File: config.mk
export PLATFORM = sky130hd
export DESIGN_NAME = r5p_degu_ifq
export DESIGN_NICKNAME = d
export VERILOG_FILES = /design/src/rtl/r5p_degu_ifq.sv
export SDC_FILE = /design/constraint.sdc
export NUM_CORES = 1
export LEC_CHECK = 0
export ABC_AREA = 1
export ABC_CLOCK_PERIOD_IN_PS = 5500
export BUFFER_PORTS_ARGS = -buffer_cell sky130_fd_sc_hd__buf_2
export CELL_PAD_IN_SITES_DETAIL_PLACEMENT = 1
export CELL_PAD_IN_SITES_GLOBAL_PLACEMENT = 1
export CORE_AREA = 2 2 117 175
export CTS_CLUSTER_SIZE = 24
export DETAILED_ROUTE_END_ITERATION = 7
export DIE_AREA = 0 0 119 177
export GPL_TIMING_DRIVEN = 1
export MAX_ROUTING_LAYER = met4
export PLACE_DENSITY = 0.84
export SYNTH_ARGS = -nofsm -noshare
export SYNTH_HDL_FRONTEND = slang
export SYNTH_SLANG_ARGS = --single-unit
File: constraint.sdc
create_clock -name clk -period 5.5 [get_ports clk]
set_input_delay 0.55 -clock clk [delete_from_list [all_inputs] [get_ports clk]]
set_output_delay 0.55 -clock clk [all_outputs]
set_load 0.01 [all_outputs]
File: src/rtl/r5p_degu_ifq.sv
// r5p_degu_ifq: instruction fetch queue between the TCB instruction bus and
// the Degu decode stage.
//
// Fetches word-aligned 32-bit words into a small FIFO and extracts
// instructions from the head of that FIFO. A redirect flushes the queue and
// restarts fetching at the new address.
//
// Optional feature macro: R5P_DEGU_IFQ_RVC_EN
//   defined   : 16-bit (compressed) instructions and halfword-aligned
//               extraction, including 32-bit instructions that straddle a
//               word boundary.
//   undefined : every instruction is 32-bit and word aligned; each consumed
//               instruction pops exactly one word.
//
// Parameters:
//   ABW   : fetch address width
//   DEPTH : word FIFO depth (power of two, >= 2)
//   PC0   : reset fetch address (halfword aligned)
//
// Ports:
//   clk, rst           : clock, asynchronous active-high reset
//   jmp_vld, jmp_adr   : redirect request and target (bit 0 ignored)
//   ins_vld, ins_rdy   : instruction handshake towards the core
//   ins_rdt            : instruction (upper half zero for 16-bit)
//   ins_adr            : instruction PC
//   ins_siz            : 0 = 16-bit, 1 = 32-bit
//   ins_err            : bus error on any word the instruction uses
//   mem_vld, mem_rdy   : fetch request handshake
//   mem_adr            : fetch address (word aligned)
//   mem_rdt, mem_err   : read data and bus error, one cycle after a transfer

module r5p_degu_ifq #(
  parameter int unsigned     ABW   = 32,
  parameter int unsigned     DEPTH = 2,
  parameter logic [ABW-1:0]  PC0   = '0
)(
  input  logic           clk,
  input  logic           rst,
  input  logic           jmp_vld,
  input  logic [ABW-1:0] jmp_adr,
  output logic           ins_vld,
  input  logic           ins_rdy,
  output logic [31:0]    ins_rdt,
  output logic [ABW-1:0] ins_adr,
  output logic           ins_siz,
  output logic           ins_err,
  output logic           mem_vld,
  output logic [ABW-1:0] mem_adr,
  input  logic           mem_rdy,
  input  logic [31:0]    mem_rdt,
  input  logic           mem_err
);

  localparam int unsigned AW = (DEPTH > 1) ? $clog2(DEPTH) : 1;
  localparam int unsigned CW = $clog2(DEPTH + 1);
  localparam logic [CW:0] DEPTH_W = (CW+1)'(DEPTH);

  localparam logic [ABW-1:0] FADR_RST = {PC0[ABW-1:2], 2'b00};
`ifdef R5P_DEGU_IFQ_RVC_EN
  localparam logic [ABW-1:0] PC_RST  = {PC0[ABW-1:1], 1'b0};
  localparam logic           OFS_RST = PC0[1];
`else
  localparam logic [ABW-1:0] PC_RST  = FADR_RST;
  localparam logic           OFS_RST = 1'b0;
`endif

  // state
  logic           run;     // fetching enabled (set one cycle after reset)
  logic           rsp;     // a transfer last cycle whose response is kept
  logic [CW-1:0]  cnt;     // FIFO occupancy in words
  logic [AW-1:0]  rptr;
  logic [AW-1:0]  wptr;
  logic [32:0]    fifo [DEPTH];  // {err, data}
  logic [ABW-1:0] pc;
  logic [ABW-1:0] fadr;
  logic           ofs;     // halfword offset of the PC inside the head word

  // combinational helpers
  logic [CW:0]    occ;
  logic           xfer;
  logic           push;
  logic           consume;
  logic           pop;
  logic           pop_one;
  logic           ofs_nxt;
  logic [ABW-1:0] jmp_pc;
  logic           jmp_ofs;
  logic [32:0]    head;

  assign head = fifo[rptr];

  // Responses already on their way count against the FIFO space, so a
  // request is only issued when its data is guaranteed a slot.
  assign occ     = {1'b0, cnt} + {{CW{1'b0}}, rsp};
  assign mem_vld = run & (occ < DEPTH_W);
  assign mem_adr = fadr;
  assign xfer    = mem_vld & mem_rdy;
  assign push    = rsp & ~jmp_vld;

  assign ins_adr = pc;
  assign consume = ins_vld & ins_rdy & ~jmp_vld;
  assign pop     = consume & pop_one;

`ifdef R5P_DEGU_IFQ_RVC_EN
  logic [32:0] nxt;
  logic [15:0] hw;
  logic        unused_bits;

  assign nxt         = fifo[rptr + AW'(1)];
  assign jmp_pc      = {jmp_adr[ABW-1:1], 1'b0};
  assign jmp_ofs     = jmp_adr[1];
  assign unused_bits = jmp_adr[0];
`else
  logic unused_bits;

  assign jmp_pc      = {jmp_adr[ABW-1:2], 2'b00};
  assign jmp_ofs     = 1'b0;
  assign unused_bits = ^{jmp_adr[1:0], ofs};
`endif

  // Instruction extraction from the head word (and the next word for a
  // straddling 32-bit instruction).
  // NOTE: every output of this block gets a default first, so no path
  // through it leaves a variable unassigned and no latch is inferred.
  always_comb begin
    ins_vld = 1'b0;
    ins_rdt = head[31:0];
    ins_siz = 1'b1;
    ins_err = head[32];
    pop_one = 1'b1;
    ofs_nxt = 1'b0;
`ifdef R5P_DEGU_IFQ_RVC_EN
    hw      = ofs ? head[31:16] : head[15:0];
    ins_siz = &hw[1:0];
    // 16-bit at ofs=0 stays in the same word; everything else leaves it.
    pop_one = ofs | ins_siz;
    // 16-bit toggles the halfword offset, 32-bit keeps it.
    ofs_nxt = ofs ^ ~ins_siz;
    if (!ins_siz) begin
      ins_rdt = {16'h0000, hw};
      ins_vld = (cnt != '0);
    end else if (!ofs) begin
      ins_vld = (cnt != '0);
    end else begin
      // straddling: low half from the head word, high half from the next
      ins_rdt = {nxt[15:0], head[31:16]};
      ins_err = head[32] | nxt[32];
      ins_vld = (cnt >= CW'(2));
    end
`else
    ins_vld = (cnt != '0);
`endif
  end

  // NOTE: sequential state is written only with non-blocking assignments so
  // every register samples the pre-edge values of the others.
  always_ff @(posedge clk or posedge rst) begin
    if (rst) begin
      run  <= 1'b0;
      rsp  <= 1'b0;
      cnt  <= '0;
      rptr <= '0;
      wptr <= '0;
      pc   <= PC_RST;
      fadr <= FADR_RST;
      ofs  <= OFS_RST;
      // NOTE: the FIFO storage is reset too; it is tiny and this keeps the
      // combinational instruction outputs at zero while in reset.
      for (int i = 0; i < DEPTH; i++) fifo[i] <= '0;
    end else begin
      run <= 1'b1;
      // a transfer in the redirect cycle belongs to the old stream
      rsp <= xfer & ~jmp_vld;
      if (jmp_vld) begin
        cnt  <= '0;
        rptr <= '0;
        wptr <= '0;
        pc   <= jmp_pc;
        ofs  <= jmp_ofs;
        fadr <= jmp_pc & ~ABW'(3);
      end else begin
        if (xfer) fadr <= fadr + ABW'(4);
        if (push) begin
          fifo[wptr] <= {mem_err, mem_rdt};
          wptr       <= wptr + AW'(1);
        end
        if (pop) rptr <= rptr + AW'(1);
        unique case ({push, pop})
          2'b10:   cnt <= cnt + CW'(1);
          2'b01:   cnt <= cnt - CW'(1);
          default: cnt <= cnt;
        endcase
        if (consume) begin
          pc  <= pc + (ins_siz ? ABW'(4) : ABW'(2));
          ofs <= ofs_nxt;
        end
      end
    end
  end

endmodule

==> impl_metrics.env, run 1 <==
export IMPL_synth_top_flop_cell="dfrtp_1"
export IMPL_drtPass1Iterations=5
export IMPL_required_ns=5.81
export IMPL_tritoncts="yes"
export IMPL_gp_congestion=0.896
export IMPL_core_um2=19600
export IMPL_syn2layout_area_growth_pct=20.9
export IMPL_drt_iter0_markers=431
export IMPL_cts_resized_gates=0
export IMPL_grt_first_pass_wirelength_um=39700
export IMPL_route_detailed_drc=0
export IMPL_viasPerCell=5.02
export IMPL_num_rows=63
export IMPL_grt_overflow_total=0
export IMPL_clock_sinks=132
export IMPL_grt_pass1_vias=7613
export IMPL_setup_viol_count_final=0
export IMPL_yosysUniqueCellTypes=40
export IMPL_hold_class="in2reg"
export IMPL_vias=7298
export IMPL_clock_path_buffers=2
export IMPL_fin_crit_sh_pct=48.8
export IMPL_p_leak_nw=4.68
export IMPL_reg2reg_depth=7
export IMPL_synth_seq_cells=132
export IMPL_cts_reportedPaths_clkPinSlew_ns=0.07
export IMPL_final_common_cell="nand2_1"
export IMPL_cts_max_level=4
export IMPL_slew_headroom_pct=25.9
export IMPL_grt_max_degree=68
export IMPL_ant_nets=0
export IMPL_drive_above_1_share_pct=20.9
export IMPL_whs_endpoint="mem_adr[15]$_DFFE_PP0P_"
export IMPL_hp_start="jmp_adr[15]"
export IMPL_fin_nets=1251
export IMPL_period_needed_ns=2.69
export IMPL_startpoint_type="input pin"
export IMPL_yosys_warnings=0
export IMPL_crit_type="in2reg"
export IMPL_fp_dieH_um=177
export IMPL_cts_inserted_buffers=17
export IMPL_power_density_nw_per_um2=418
export IMPL_rrSetupSlack_ns=3.35
export IMPL_ys_seq_area_share_pct=44.0
export IMPL_io_pins=170
export IMPL_hold_viol=0
export IMPL_synth_edf_count=0
export IMPL_fmax_mhz=372
export IMPL_worstPathMaxFanout=45
export IMPL_dpl_instance_area_um2=8420
export IMPL_finalClockSkew_ns=0.0116
export IMPL_clk_latency_ns=0.43
export IMPL_whs_path_depth=3
export IMPL_ys_async_sr_fraction_pct=100
export IMPL_finalMaxSlewViolations=0
export IMPL_layout_common_cells="nand2_1, buf_2, dfrtp_1"
export IMPL_dpl_hpwl_um=17800
export IMPL_rsz0062_at_grt="false"
export IMPL_die_w_um=119
export IMPL_synth_cell_area_um2=7500
export IMPL_syn_area_per_cell_um2=7.28
export IMPL_status="complete, no violations"
export IMPL_cts_hold_buf=0
export IMPL_postCtsSetupBuffers=0
export IMPL_initial_core_util_pct=38.2
export IMPL_worst_r2r_endpoint="cnt[1]$_DFFE_PP0P_"
export IMPL_io_buffer_count=162
export IMPL_r2r_start="cnt[1]$_DFFE_PP0P_"
export IMPL_setup_tns_ns=0
export IMPL_antenna_found_initial=3
export IMPL_fin_area_um2=9070
export IMPL_die_area_um2=21100
export IMPL_crit_arrival_ns=3.00
export IMPL_tightest_slew_ns=1.11
export IMPL_endpoint_kind="register"
export IMPL_synth_cells=1030
export IMPL_drv_cap=0
export IMPL_wl_um=24400
export IMPL_cts_root_buf="clkbuf_16"
export IMPL_grt_usage_pct=24.8
export IMPL_ir_worst_vdd_mv=0.148
export IMPL_routedWlPerCell_um=16.8
-- registers in the layout (all words and copies together) (netlist names) --
register	cells
fifo	66
ins_adr	30
mem_adr	30
cnt	2
rptr	1
rsp	1
run	1
wptr	1
-- stage by stage --
stage	setup WS (ns)	util [%]	hold WS [ns]	total power [mW]	cells
after floorplan	1.42	-	0.453	2.12	1034
after global placement	2.40	42.9	0.465	2.52	1420
after detailed placement	2.38	42.9	0.473	2.57	1420
after CTS	2.83	46.1	0.360	3.84	1449
after global routing	2.58	46.2	0.389	4.04	1452
final	2.81	46.2	0.371	3.79	1453
-- layout make-up --
type                            instances  area [um2]
Multi-Input combinational cell        753        3540
Antenna cell                            4        10.0
Clock inverter                         12         208
Sequential cell                       132        3300
Fill cell                            2547       10600
Tap cell                              260         325
Clock buffer                           17         425
Inverter                              107         404
Timing Repair Buffer                  168         856
-- report_power, final --
part | leakage, nW | total (mW) | switching (mW) | internal (mW)
sequential | 1.67 | 1.45 | 0.234 | 1.22
clock | 0.298 | 1.24 | 0.442 | 0.799
combinational | 2.72 | 1.10 | 0.694 | 0.406
-- logic make-up after synthesis --
group	share of synthesized area (%)
other	0.100
flip-flops	44.0
XOR/XNOR	2.22
AND/OR/NAND/NOR	33.7
adder cells (fa/ha/maj)	0.334
buffers and inverters	9.01
AO/OA/AOI/OAI	10.6
-- synthesized netlist by cell type (all sizes together) (2+ instances only) --
| master | n | area share (%) |
|---|---|---|
| nand4 | 10 | 0.83 |
| o21ai | 95 | 6.3 |
| dfrtp | 132 | 44 |
| nor3 | 6 | 0.62 |
| nand3b | 4 | 0.40 |
| a21oi | 26 | 1.8 |
| nor2 | 86 | 5.9 |
| nand3 | 64 | 4.6 |
| nand2 | 409 | 21 |
| o21bai | 5 | 0.50 |
| clkbuf | 17 | 1.1 |
| a31oi | 3 | 0.25 |
| ha | 2 | 0.33 |
| o211ai | 13 | 1.3 |
| inv | 106 | 5.3 |
| conb | 2 | 0.10 |
| xnor2 | 5 | 0.58 |
| xor2 | 14 | 1.6 |
| buf | 25 | 2.5 |
-- critical path, stage by stage --
cell and delay [ns]:
buf_2 0.59, inv_2 0.50, nand2_1 0.61, inv_1 0.40, a22oi_1 0.27, nand2_1 0.07
-- worst max path at each step --
stage | from | to | cells after the start
final | jmp_vld | mem_adr[9]$_DFFE_PP0P_ | 6
after detailed placement | jmp_vld | mem_adr[9]$_DFFE_PP0P_ | 6
after global placement | jmp_vld | mem_adr[9]$_DFFE_PP0P_ | 6
after CTS | jmp_vld | mem_adr[9]$_DFFE_PP0P_ | 6
after global routing | jmp_vld | mem_adr[9]$_DFFE_PP0P_ | 6
after floorplan | rst | cnt[0]$_DFFE_PP0P_ | 1
-- metal layers --
layer / track usage, % / part of all wire, %
met1: 26.9 / 40
met2: 43.7 / 52
met3: 4.74 / 4.4
met4: 11.7 / 3.7
met5: - / 0
(Power assumes the default switching activity.)
==> inputs of run 2 (changes only) <==
Settings changed: ABC_AREA 1 to 0, ABC_CLOCK_PERIOD_IN_PS 5500 to 2500, CORE_AREA 2 2 117 175 to 2 2 109 163, DIE_AREA 0 0 119 177 to 0 0 111 165, PLACE_DENSITY 0.84 to 0.85.
Clock period 5.5 ns to 2.5 ns, I/O delays scaled along.
==> impl_metrics.env, run 2 <==
export IMPL_final_common_cell="buf_2"
export IMPL_syn_area_per_cell_um2=10.9
export IMPL_fin_crit_sh_pct=84.2
export IMPL_rrSetupSlack_ns=0.39
export IMPL_tightest_slew_ns=0.756
export IMPL_cts_reportedPaths_clkPinSlew_ns=0.06
export IMPL_status="complete, but fails checks"
export IMPL_synth_top_area_share_pct=47.4
export IMPL_crit_type="reg2reg"
export IMPL_yosys_warnings=0
export IMPL_route_detailed_drc=0
export IMPL_synth_area_leaders="dfrtp_1, mux2_2, nor4_1, nor2_1, nand3_1"
export IMPL_crit_end="ins_adr[16]$_DFFE_PP0P_"
export IMPL_initial_core_util_pct=41.5
export IMPL_syn2layout_area_growth_pct=22.8
export IMPL_yosysMostFrequentCell="dfrtp_1"
export IMPL_cp_slowest_stage_delay_ns=0.53
export IMPL_cts_hold_buf=0
export IMPL_worst_r2r_endpoint="ins_adr[16]$_DFFE_PP0P_"
export IMPL_crit_path_top_delay_cell="dfrtp_1"
export IMPL_synth_cell_area_um2=6960
export IMPL_ys_seq_area_share_pct=47.4
export IMPL_clock_path_buffers=2
export IMPL_n_antenna_cell=0
export IMPL_period_needed_ns=2.11
export IMPL_drtPass1Iterations=4
export IMPL_routedWlPerCell_um=20.8
export IMPL_num_rows=58
export IMPL_clk_latency_ns=0.42
export IMPL_r2r_start="cnt[0]$_DFFE_PP0P_"
export IMPL_viasPerCell=5.84
export IMPL_cts_resized_gates=0
export IMPL_tritoncts="yes"
export IMPL_setup_tns_ns=0
export IMPL_drive_above_1_share_pct=40.2
export IMPL_dpl_hpwl_um=15200
export IMPL_synth_seq_cells=132
export IMPL_synth_cells=641
export IMPL_fillerInstances=1883
export IMPL_cts_inserted_buffers=17
export IMPL_cts_max_level=4
export IMPL_hold_class="in2async"
export IMPL_hold_slack_ns=-0.00707
export IMPL_slew_headroom_pct=49.6
export IMPL_clock_sinks=132
export IMPL_crit_start="cnt[0]$_DFFE_PP0P_"
export IMPL_setup_viol_count_final=0
export IMPL_synth_largest_area_cell="dfrtp_1"
export IMPL_largest_reg_flops=66
export IMPL_endpoint_kind="register"
export IMPL_die_w_um=111
export IMPL_p_leak_nw=3.76
export IMPL_wl_um=21100
export IMPL_core_um2=16800
export IMPL_reg2reg_depth=5
export IMPL_fmax_mhz=475
export IMPL_fp_dieH_um=165
export IMPL_largest_register="fifo"
export IMPL_startpoint_type="register"
export IMPL_postLayoutCoreUtil_pct=51.0
export IMPL_cts_root_buf="clkbuf_16"
export IMPL_crit_arrival_ns=2.43
export IMPL_io_pins=170
export IMPL_fin_nets=863
export IMPL_gp_congestion=0.862
export IMPL_antenna_found_initial=0
export IMPL_grt_first_pass_wirelength_um=33300
export IMPL_rsz0062_at_grt="false"
export IMPL_worstPathMaxFanout=8
export IMPL_power_density_nw_per_um2=788
export IMPL_grt_max_degree=133
export IMPL_required_ns=2.82
export IMPL_ys_async_sr_fraction_pct=100
export IMPL_io_buffer_count=162
export IMPL_grt_usage_pct=23.8
export IMPL_drv_cap=0
export IMPL_ir_worst_vdd_mv=0.455
export IMPL_layout_common_cells="buf_2, dfrtp_1, mux2_2"
export IMPL_synth_edf_count=0
export IMPL_ant_nets=0
export IMPL_yosysUniqueCellTypes=54
export IMPL_grt_pass1_vias=6207
export IMPL_finalClockSkew_ns=0.0112
export IMPL_drt_iter0_markers=291
export IMPL_grt_overflow_total=0
export IMPL_postCtsSetupBuffers=0
export IMPL_hold_viol=3
export IMPL_crit_chain="o2111a_1 -> nand4_1 -> buf_4 -> or3_1 -> a31oi_1"
export IMPL_synth_top_flop_cell="dfrtp_1"
export IMPL_violations="negative hold slack"
export IMPL_die_area_um2=18300
export IMPL_synth_commonest_cells="dfrtp_1, mux2_2, nor2_1, nand2_1, nand3_1"
export IMPL_vias=5925
export IMPL_finalMaxSlewViolations=0
[run 2: cell count changes after synthesis, sizes merged, moves of 12 or more]
cell,change
nand2,-378
mux2,+108
inv,-98
o21ai,-86
nor2,-43
nand3,-35
nor4,+26
a21oi,-17
nand4,+14
a31oi,+13
o211ai,-13
and4,+12
[run 2: worst min-delay path by stage]
stage,from,endpoint,cells after the start
after floorplan,ins_rdy,cnt[1]$_DFFE_PP0P_,1
after CTS,mem_rdt[16],fifo[49]$_DFFE_PP0P_,2
final,rst,fifo[40]$_DFFE_PP0P_,3
after global routing,mem_rdt[14],fifo[47]$_DFFE_PP0P_,2
after detailed placement,fifo[0]$_DFFE_PP0P_,fifo[0]$_DFFE_PP0P_,1
after global placement,fifo[7]$_DFFE_PP0P_,fifo[7]$_DFFE_PP0P_,1
[run 2: cell type report]
type	count	area, um2	area share (%)
Tap cell	210	263	3.07
Inverter	8	33.8	0.395
Timing Repair Buffer	173	918	10.7
Multi-Input combinational cell	459	3420	40.0
Clock inverter	14	176	2.06
Sequential cell	132	3300	38.6
Clock buffer	18	439	5.13
[run 2: cells by family (layout without fill, tap and decap cells)]
family,after synthesis,in the layout,synth area share [%]
and+or+nand+nor,232,232,18.5
xor gates and xnor gates,20,20,2.52
DFF,132,132,47.4
buffers and inverters,54,213,3.77
muxes,110,110,17.8
other,2,6,0.108
adders and majority gates,2,2,0.359
AOI/OAI and AO/OA,89,89,9.54
[run 2: where the power goes]
group	internal (mW)	switching [mW]	total [mW]
combinational	0.682	0.695	1.38
sequential	2.46	0.287	2.75
clock	1.61	1.01	2.61
total	4.75	1.99	6.74
[run 2: worst max-delay path, delay by kind of cell, from the launching register on]
kind / cells / cell delay, ns
AOI/OAI and AO/OA: 2 / 0.56
buffers and inverters: 1 / 0.27
DFF: 1 / 0.53
and+or+nand+nor: 2 / 0.66
[run 2: per-layer routing]
layer	global-route usage (%)	wire, um	vias to the layer above
met5	-	0	-
met4	12.6	971	0
met3	4.40	1070	55
met2	41.4	11000	212
met1	25.9	8090	2966
li1	-	-	2692
[run 2: per-stage QoR]
| stage | cell area, um2 | setup WS [ns] | total power [mW] | cells | hold slack (ns) |
|---|---|---|---|---|---|
| floorplan | 6980 | 0.613 | 3.59 | 645 | 0.359 |
| global placement | 7940 | 0.557 | 4.09 | 982 | 0.481 |
| detailed placement | 7940 | 0.448 | 4.17 | 982 | 0.488 |
| CTS | 8550 | 0.419 | 6.82 | 1014 | 0.0592 |
| global route | 8550 | 0.279 | 7.05 | 1014 | 0.0703 |
| finish | 8550 | 0.394 | 6.74 | 1014 | -0.00707 |
==> inputs of run 3 (changes only) <==
Settings changed: ABC_CLOCK_PERIOD_IN_PS 2500 to 1800, CORE_AREA 2 2 109 163 to 2 2 114 171, DIE_AREA 0 0 111 165 to 0 0 116 173, PLACE_DENSITY 0.85 to 0.81.
Clock period 2.5 ns to 1.8 ns, I/O delays scaled along.
==> impl_metrics.env, run 3 (synthesis gave the netlist of run 2 again) <==
export IMPL_fin_cells=1151
export IMPL_violations="negative setup slack"
export IMPL_power_density_nw_per_um2=1010
export IMPL_largest_register="fifo"
export IMPL_p_sw_share_pct=29.6
export IMPL_grt_max_degree=67
export IMPL_gp_congestion=0.868
export IMPL_num_rows=61
export IMPL_viasPerCell=5.56
export IMPL_clock_sinks=132
export IMPL_syn2layout_area_growth_pct=37.8
export IMPL_io_pins=170
export IMPL_startpoint_type="register"
export IMPL_hold_viol=0
export IMPL_crit_path_top_delay_cell="nor4_1"
export IMPL_hold_class="in2reg"
export IMPL_finalMaxSlewViolations=0
export IMPL_required_ns=2.06
export IMPL_timing_final_ws_setup_ns=-0.121
export IMPL_grt_first_pass_wirelength_um=37200
export IMPL_hold_slack_ns=0.0119
export IMPL_antenna_found_initial=1
export IMPL_clock_path_buffers=2
export IMPL_pwr_share_comb_pct=24.1
export IMPL_wl_um=24500
export IMPL_vias=6397
export IMPL_rsz0062_at_grt="true"
export IMPL_crit_type="reg2reg"
export IMPL_tightest_slew_ns=0.570
export IMPL_status="complete, but fails checks"
export IMPL_drt_iter0_markers=297
export IMPL_fin_nets=957
export IMPL_fillerInstances=2096
export IMPL_slew_headroom_pct=61.7
export IMPL_die_area_um2=20100
export IMPL_final_common_cell="buf_2"
export IMPL_ir_worst_vdd_mv=0.540
export IMPL_endpoint_kind="register"
export IMPL_drv_cap=0
export IMPL_largest_reg_flops=66
export IMPL_cts_max_level=4
export IMPL_setup_viol_count_final=2
export IMPL_fmax_mhz=520
export IMPL_route_detailed_drc=0
export IMPL_grt_overflow_total=0
export IMPL_cts_inserted_buffers=17
export IMPL_p_switching_mw=2.88
export IMPL_crit_chain="a21oi_4 -> nand3_4 -> buf_6 -> nor4_1 -> a211oi_2"
export IMPL_cts_root_buf="clkbuf_16"
export IMPL_fin_crit_sh_pct=107
export IMPL_intPower_mw=6.84
export IMPL_fp_dieH_um=173
export IMPL_die_w_um=116
export IMPL_p_leak_nw=4.26
export IMPL_initial_core_util_pct=37.7
export IMPL_period_needed_ns=1.92
export IMPL_io_buffer_count=162
export IMPL_drive_above_1_share_pct=46.2
export IMPL_drtPass1Iterations=4
export IMPL_routedWlPerCell_um=21.3
export IMPL_dpl_hpwl_um=16900
export IMPL_clk_latency_ns=0.43
export IMPL_cp_slowest_stage_delay_ns=0.53
export IMPL_layout_common_cells="buf_2, dfrtp_1, mux2_2"
export IMPL_crit_arrival_ns=2.18
export IMPL_worstPathMaxFanout=6
export IMPL_grt_pass1_vias=6939
export IMPL_tritoncts="yes"
export IMPL_ant_nets=0
export IMPL_power_frac_clock_pct=37.2
export IMPL_seqPwrFrac_pct=38.7
export IMPL_place_inst=1088
export IMPL_cts_reportedPaths_clkPinSlew_ns=0.06
export IMPL_core_um2=18500
export IMPL_grt_usage_pct=24.7
export IMPL_finalClockSkew_ns=0.0105
==> run 3: metal layers <==
metal  part of all wire, %  wire [um]  track usage [%]
met4                   3.8        925             11.2
met1                    37       9030             26.2
met3                   5.3       1300             4.80
met5                     0          0                -
met2                    54      13200             43.6
==> run 3: metrics by stage <==
step	util [%]	setup WS, ns	total power, mW	cell area, um2	TNS, ns
final	52.0	-0.121	9.72	9600	-0.143
after global routing	52.0	-0.109	10.2	9600	-0.293
after CTS	51.0	-0.0164	9.71	9430	-0.0265
after detailed placement	46.4	-0.115	6.01	8560	-1.05
after global placement	46.4	-0.0185	5.89	8560	-0.0469
after floorplan	-	-0.0172	4.99	6980	-2.27
==> run 3: worst max-delay path: cells and delay by family (launching register included) <==
family	cells	cell delay (ns)
compound gates	2	0.46
buf+inv	1	0.17
flops	1	0.45
simple gates	2	0.68
==> run 3: timing repair <==
item,in CTS,in global routing
gates cloned,0,1
endpoints found under the setup margin,20,51
hold buffers,22,0
pin swaps,0,13
hold endpoints to repair,164,0
setup buffers,1,6
gates resized for setup,9,21
==> run 3: layout make-up <==
type                       count  area, um2  share of cell area, %
multi-input combinational    459       3520                   36.7
sequential                   132       3310                   34.4
timing repair buffer         267       1810                   18.8
clock buffer                  20        457                   4.76
tap                          252        315                   3.28
clock inverter                12        154                   1.60
inverter                       8       33.8                  0.352
antenna                        1       2.50                 0.0261
==> run 3: power by group through the flow <==
| stage | Clock, mW | Combinational, mW | Sequential (mW) |
|---|---|---|---|
| floorplan | 0 | 1.19 | 3.81 |
| global placement | 0 | 2.14 | 3.75 |
| detailed placement | 0 | 2.22 | 3.79 |
| CTS | 3.67 | 2.29 | 3.75 |
| global route | 3.83 | 2.54 | 3.83 |
| finish | 3.61 | 2.34 | 3.76 |
==> run 3: final timing paths <==
check                                    start                       to  slack, ns  cells after the start
min in group asynchronous                  rst  ins_adr[11]$_DFFE_PP0P_       0.41                      4
hold reg to reg            fifo[0]$_DFFE_PP0P_      fifo[0]$_DFFE_PP0P_       0.50                      1
setup reg to reg            cnt[0]$_DFFE_PP0P_  mem_adr[21]$_DFFE_PP0P_      -0.12                      5
setup / recovery            cnt[0]$_DFFE_PP0P_  mem_adr[21]$_DFFE_PP0P_      -0.12                      5
hold / removal                      mem_rdt[7]      fifo[7]$_DFFE_PP0P_       0.01                      2
max in group asynchronous                  rst       cnt[1]$_DFFE_PP0P_       1.01                      4
